**src/rtl/rca_arbiter.sv**
```systemverilog
// rca_arbiter: round-robin arbiter sharing one registered ripple-carry adder between two requesters.
// Each granted operation takes four cycles: issue, wait for the adder, capture, respond.
module rca_arbiter #(
    parameter int WIDTH = 4
) (
    input  logic             clk,
    input  logic             rst_n,
    input  logic             req_0,
    input  logic [WIDTH-1:0] a_0,
    input  logic [WIDTH-1:0] b_0,
    input  logic             cin_0,
    input  logic             req_1,
    input  logic [WIDTH-1:0] a_1,
    input  logic [WIDTH-1:0] b_1,
    input  logic             cin_1,
    output logic             add_load,
    output logic [WIDTH-1:0] add_a,
    output logic [WIDTH-1:0] add_b,
    output logic             add_cin,
    input  logic [WIDTH:0]   add_q,
    output logic             done_0,
    output logic             done_1,
    output logic [WIDTH:0]   result,
    output logic             busy,
    output logic             gnt
);
    typedef enum logic [1:0] {IDLE, ISSUE, CAPT, RESP} state_t;
    state_t state;
    logic sel;
    // On a tie, the requester not served last time wins.
    assign sel = (req_0 && req_1) ? ~gnt : req_1;
    always_ff @(posedge clk or negedge rst_n) begin
        if (!rst_n) begin
            state    <= IDLE;
            gnt      <= 1'b1;
            add_load <= 1'b0;
            add_a    <= '0;
            add_b    <= '0;
            add_cin  <= 1'b0;
            done_0   <= 1'b0;
            done_1   <= 1'b0;
            result   <= '0;
            busy     <= 1'b0;
        end else begin
            case (state)
                IDLE: if (req_0 || req_1) begin
                    state    <= ISSUE;
                    gnt      <= sel;
                    busy     <= 1'b1;
                    add_load <= 1'b1;
                    add_a    <= sel ? a_1 : a_0;
                    add_b    <= sel ? b_1 : b_0;
                    add_cin  <= sel ? cin_1 : cin_0;
                end
                ISSUE: begin
                    state    <= CAPT;
                    add_load <= 1'b0;
                    add_a    <= '0;
                    add_b    <= '0;
                    add_cin  <= 1'b0;
                end
                CAPT: begin
                    state  <= RESP;
                    result <= add_q;
                    done_0 <= ~gnt;
                    done_1 <= gnt;
                end
                RESP: begin
                    state  <= IDLE;
                    done_0 <= 1'b0;
                    done_1 <= 1'b0;
                    busy   <= 1'b0;
                end
                default: state <= IDLE;
            endcase
        end
    end
endmodule

```
**config.mk**
```make
export PLATFORM = sky130hd
export DESIGN_NAME = rca_arbiter
export DESIGN_NICKNAME = d
export VERILOG_FILES = /design/src/rtl/rca_arbiter.sv
export SDC_FILE = /design/constraint.sdc
export NUM_CORES = 1
export LEC_CHECK = 0
export CORE_MARGIN = 8
export CORE_UTILIZATION = 40
export CTS_CLUSTER_SIZE = 16
export DETAILED_ROUTE_END_ITERATION = 8
export GPL_ROUTABILITY_DRIVEN = 0
export HOLD_SLACK_MARGIN = 0.1
export PLACE_DENSITY = 0.83
export SYNTH_ARGS = -nofsm -noshare
export SYNTH_HDL_FRONTEND = slang
export SYNTH_SLANG_ARGS = --single-unit
```
**constraint.sdc**
```tcl
create_clock -name clk -period 2.3 [get_ports clk]
set_clock_uncertainty 0.05 [all_clocks]
set_input_delay 0.46 -clock clk [delete_from_list [all_inputs] [get_ports clk]]
set_output_delay 0.46 -clock clk [all_outputs]
set_load 0.01 [all_outputs]
```
Yosys cells after proc, flatten, opt, wreduce, memory -nomap -nowiden --
Cells that the tools add are included.
Storage, ports and cells: register bits after elaboration 21, output and inout port bits 19
Operators by class: equality and inequality tests 4, multiplexer cells 17, bitwise gates (word level) 1, reduce and logical (&&, ||, !) cells 9
Operators by type and width (count):
- $mux W4 | 4
- $pmux W4 S2 | 2
- $pmux W1 S2 | 5
- $pmux W2 S4 | 1
- $reduce_and A2 Y1 | 3
- $reduce_bool A2 Y1 | 3
- $eq A2 B2 Y1 const B | 2
- $mux W1 | 4
- $eq A2 B1 Y1 const B | 1
- $logic_not A2 Y1 | 1
- $mux W2 | 1
- $ne A2 B2 Y1 const B | 1
- $logic_and A1 B1 Y1 | 1
- $logic_or A1 B1 Y1 | 1
- $not A1 Y1 | 1

Depth between registers and ports, before layout --
word-level depth 5, gate-level depth with buffers 6, depth with buffers taken out 5

Worst setup path before layout --
OpenSTA, ideal clock, no wires.
path kind reg2reg, start point register state[0], end point register state[1], arrival 1.303 ns, required time 2.125 ns, setup slack 0.822 ns, stages on the path, launching flop included 5, period minus slack after synthesis 1.478 ns, cell sequence dfrtp_1 -> inv_1 -> ha_1 -> nor3b_4 -> mux2_2
On the way: cells in the longest elaborated chain, start to end 2
RTL lines:
- start, declared | RTL line 28 | state_t state;
- start signal, assigned | RTL line 34 | state <= IDLE;
- start signal, assigned | RTL line 47 | state <= ISSUE;
- start signal, assigned | RTL line 56 | state <= CAPT;
- $eq A2 B2 Y1 (tied with other cells) | RTL line 45 | case (state)
- $pmux W2 S4 / $ne A2 B2 Y1 (equally long branches)
Several ways; a longest one is shown, not always the timed one. A chain may end at the register's enable or synchronous reset.

Final worst setup path --
start point register gnt, end point output gnt
RTL lines:
- start, declared | RTL line 25 | output logic gnt
- start signal, assigned | RTL line 48 | gnt <= sel;
No word-level cell between the ends.

==> impl_metrics.csv <==
group,metric,value,unit
floorplanning,die_h,68.2,um
critical_path,reg2reg_setup_slack,0.44,ns
global_routing,grt_use_met1,0.162,
critical_path,cp.required,1.79,ns
global_routing,grt_pass1_wl,4970,um
outcome,run_status,"complete, no violations",
timing,fin_crit_sh,0.857,
yosys,synth_largest_area_cell,"dfrtp_1",
clock_network,cts_made_buffers,3,
finish,final_util,0.603,
timing,maxSlewViolCount,0,
critical_path,worstReg2RegStart,"state[0]$_DFFE_PN0P_",
critical_path,rr_endpoint,"state[0]$_DFFE_PN0P_",
finish,nets,187,
routing,drc,0,
clock_network,cts_buffer_depth,2,
global_routing,use_met3,0.0638,
finish,seq_area,527,sq um
yosys,ys_top_cells_by_area,"dfrtp_1, nand4_1, mux2_2, ha_1, o21ai_0",
critical_path,crit_path_start_kind,"register",
critical_path,worstSetupEndpointType,"primary output",
yosys,ys_seq_elements,21,
timing,timing.fmax,0.508,GHz
pwr,finalPower,0.00180,W
yosys,syn-cell-area,0.00109,sq mm
yosys,yosysSeqAreaShare,0.483,
placed_design,portBuffers,45,
routing,drtAntennaViolNets,0,
pwr,p_per_area,1120,mW/mm^2
finish,nFillCells,244,
clock_network,clkLatencyLatePin,0.30,ns
placed_design,hpwl,2320,um
floorplanning,pin_count,46,
clock_network,cts_setup_buffers,0,
clock_network,cts_root_buffer,"clkbuf_4",
floorplanning,dieWidth,68.2,um
critical_path,criticalPathCategory,"register to primary output",
routing,num_vias,1023,
yosys,syn_avg_cell_area,10.1,sq um
yosys,syn-instance-count,108,
timing,finalSetupTns,0,ns
critical_path,path_delay_family,"flip-flops",
timing,min_period,1.97,ns
routing,finalWirelength,2950,um
critical_path,critPathBufInv,1,
global_routing,grt_busiest_layer,"met2",
finish,mostFrequentLayoutCell,"clkdlybuf4s50_1",
timing,hold_viol,0,
clock_network,cts_tree,"built",
critical_path,cpPeakStageDelay,0.61,ns
placed_design,placedCellCount,181,
routing,drtPass1Iterations,4,
yosys,synth.distinct_cells,24,
timing,rsz0062_at_grt,"false",
finish,finalNonFillerCells,185,
clock_network,cts_resized,0,
finish,drive_above_1_share,0.110,
global_routing,antenna_found_initial,0,
yosys,ys.warnings.count,0,
yosys,synth_top_area_share,0.459,
yosys,syn_nets,140,
flow_run,drv_cap,0,
floorplanning,core-area,0.00266,sq mm
critical_path,crit_path_top_delay_cell,"dfstp_2",
clock_network,ctsHoldBuffers,0,
global_routing,grt_max_degree,22,
critical_path,crit_chain,"clkdlybuf4s50_1",
routing,drt_iter0_drc,20,
critical_path,worst-r2r-cell-count,6,
timing,max-slew-margin-rel,0.670,
floorplanning,num_rows,19,
routing,wl_per_cell,16.0,um
global_routing,overflow,0,
routing,viasPerCell,5.53,
clock_network,clk_pin_slew,0.11,ns
pwr,leakagePower,0.689,nW
global_routing,grt_usage,0.138,
finish,layout_common_cells,"clkdlybuf4s50_1, dfrtp_1, nand4_1",
global_routing,gr-usage-met2,0.223,
global_routing,grt_pass1_vias,1103,
clock_network,cts_sinks,21,
critical_path,critPathMaxFanout,7,
pwr,peakVddDrop,0.587,mV
finish,antennaDiodeCount,0,
timing,tightest_slew,0.494,ns
finish,multi_input_area,514,sq um
critical_path,crit_arrival,1.46,ns
min_path,min_path_type,"input pin to asynchronous set/reset pin",
floorplanning,start_util,0.409,
clock_network,htreeDepth,1,
timing,report.final.setup_viol,0,
floorplanning,dieArea,0.00465,sq mm
timing,hold_ws,0.432,ns
finish,areaGrowthSynthToFinish,47.3,%
[synth_stat cells, drive strengths merged]
master,n
a21oi,4
a31oi,1
and2b,3
buf,4
clkbuf,4
dfrtp,20
dfstp,1
ha,5
inv,3
mux2,6
mux2i,2
nand2,3
nand2b,1
nand3,9
nand4,18
nor2,3
nor2b,7
nor3,1
nor3b,1
o21ai,11
or2,1
[metrics by stage]
step | cell area (sq um) | worst slack [ns]
finish | 1610 | 0.330
global route | 1610 | 0.275
CTS | 1610 | 0.313
detailed placement | 1580 | 0.444
global placement | 1580 | 0.588
floorplan | 1090 | 0.822
[state kept, by name, summed over array words and instances, names as in the netlist]
name	flops
busy	1
gnt	1
add_a	4
add_cin	1
state	2
add_load	1
result	5
done_1	1
add_b	4
done_0	1
[layer usage]
layer  vias up  share of wire
met3         4           0.10
met2        38           0.49
met1       500           0.41
li1        481              -
met4         0         0.0071
met5         -              0
[power by group]
part | internal, W | switching (W) | leakage [nW]
Combinational | 0.000507 | 0.000481 | 0.412
Sequential | 0.000531 | 0.000104 | 0.262
Clock | 0.0000675 | 0.000107 | 0.0150
[worst max path at each step]
stage / endpoint / depth (start not counted) / startpoint
finish: gnt / 1 / gnt$_DFFE_PN1P_
global route: gnt / 1 / gnt$_DFFE_PN1P_
CTS: gnt / 1 / gnt$_DFFE_PN1P_
detailed placement: state[0]$_DFFE_PN0P_ / 6 / state[0]$_DFFE_PN0P_
global placement: state[1]$_DFFE_PN0P_ / 3 / req_1
floorplan: state[1]$_DFFE_PN0P_ / 4 / state[0]$_DFFE_PN0P_
[cell type report]
| type | count | share of cell area |
|---|---|---|
| sequential | 21 | 0.328 |
| tap | 31 | 0.0242 |
| multi-input combinational | 76 | 0.320 |
| timing repair buffer | 50 | 0.304 |
| clock buffer | 4 | 0.0164 |
| inverter | 3 | 0.00701 |
[cells by family (layout without fill, tap and decap cells)]
| kind of cell | Yosys count | after routing | synth area share |
|---|---|---|---|
| and+or+nand+nor | 47 | 47 | 0.259 |
| AOI/OAI and AO/OA | 16 | 16 | 0.0746 |
| muxes | 8 | 8 | 0.0804 |
| buffers and inverters | 11 | 57 | 0.0448 |
| DFF | 21 | 21 | 0.483 |
| adders and majority gates | 5 | 5 | 0.0574 |
Power figures use the tool's default switching activity.
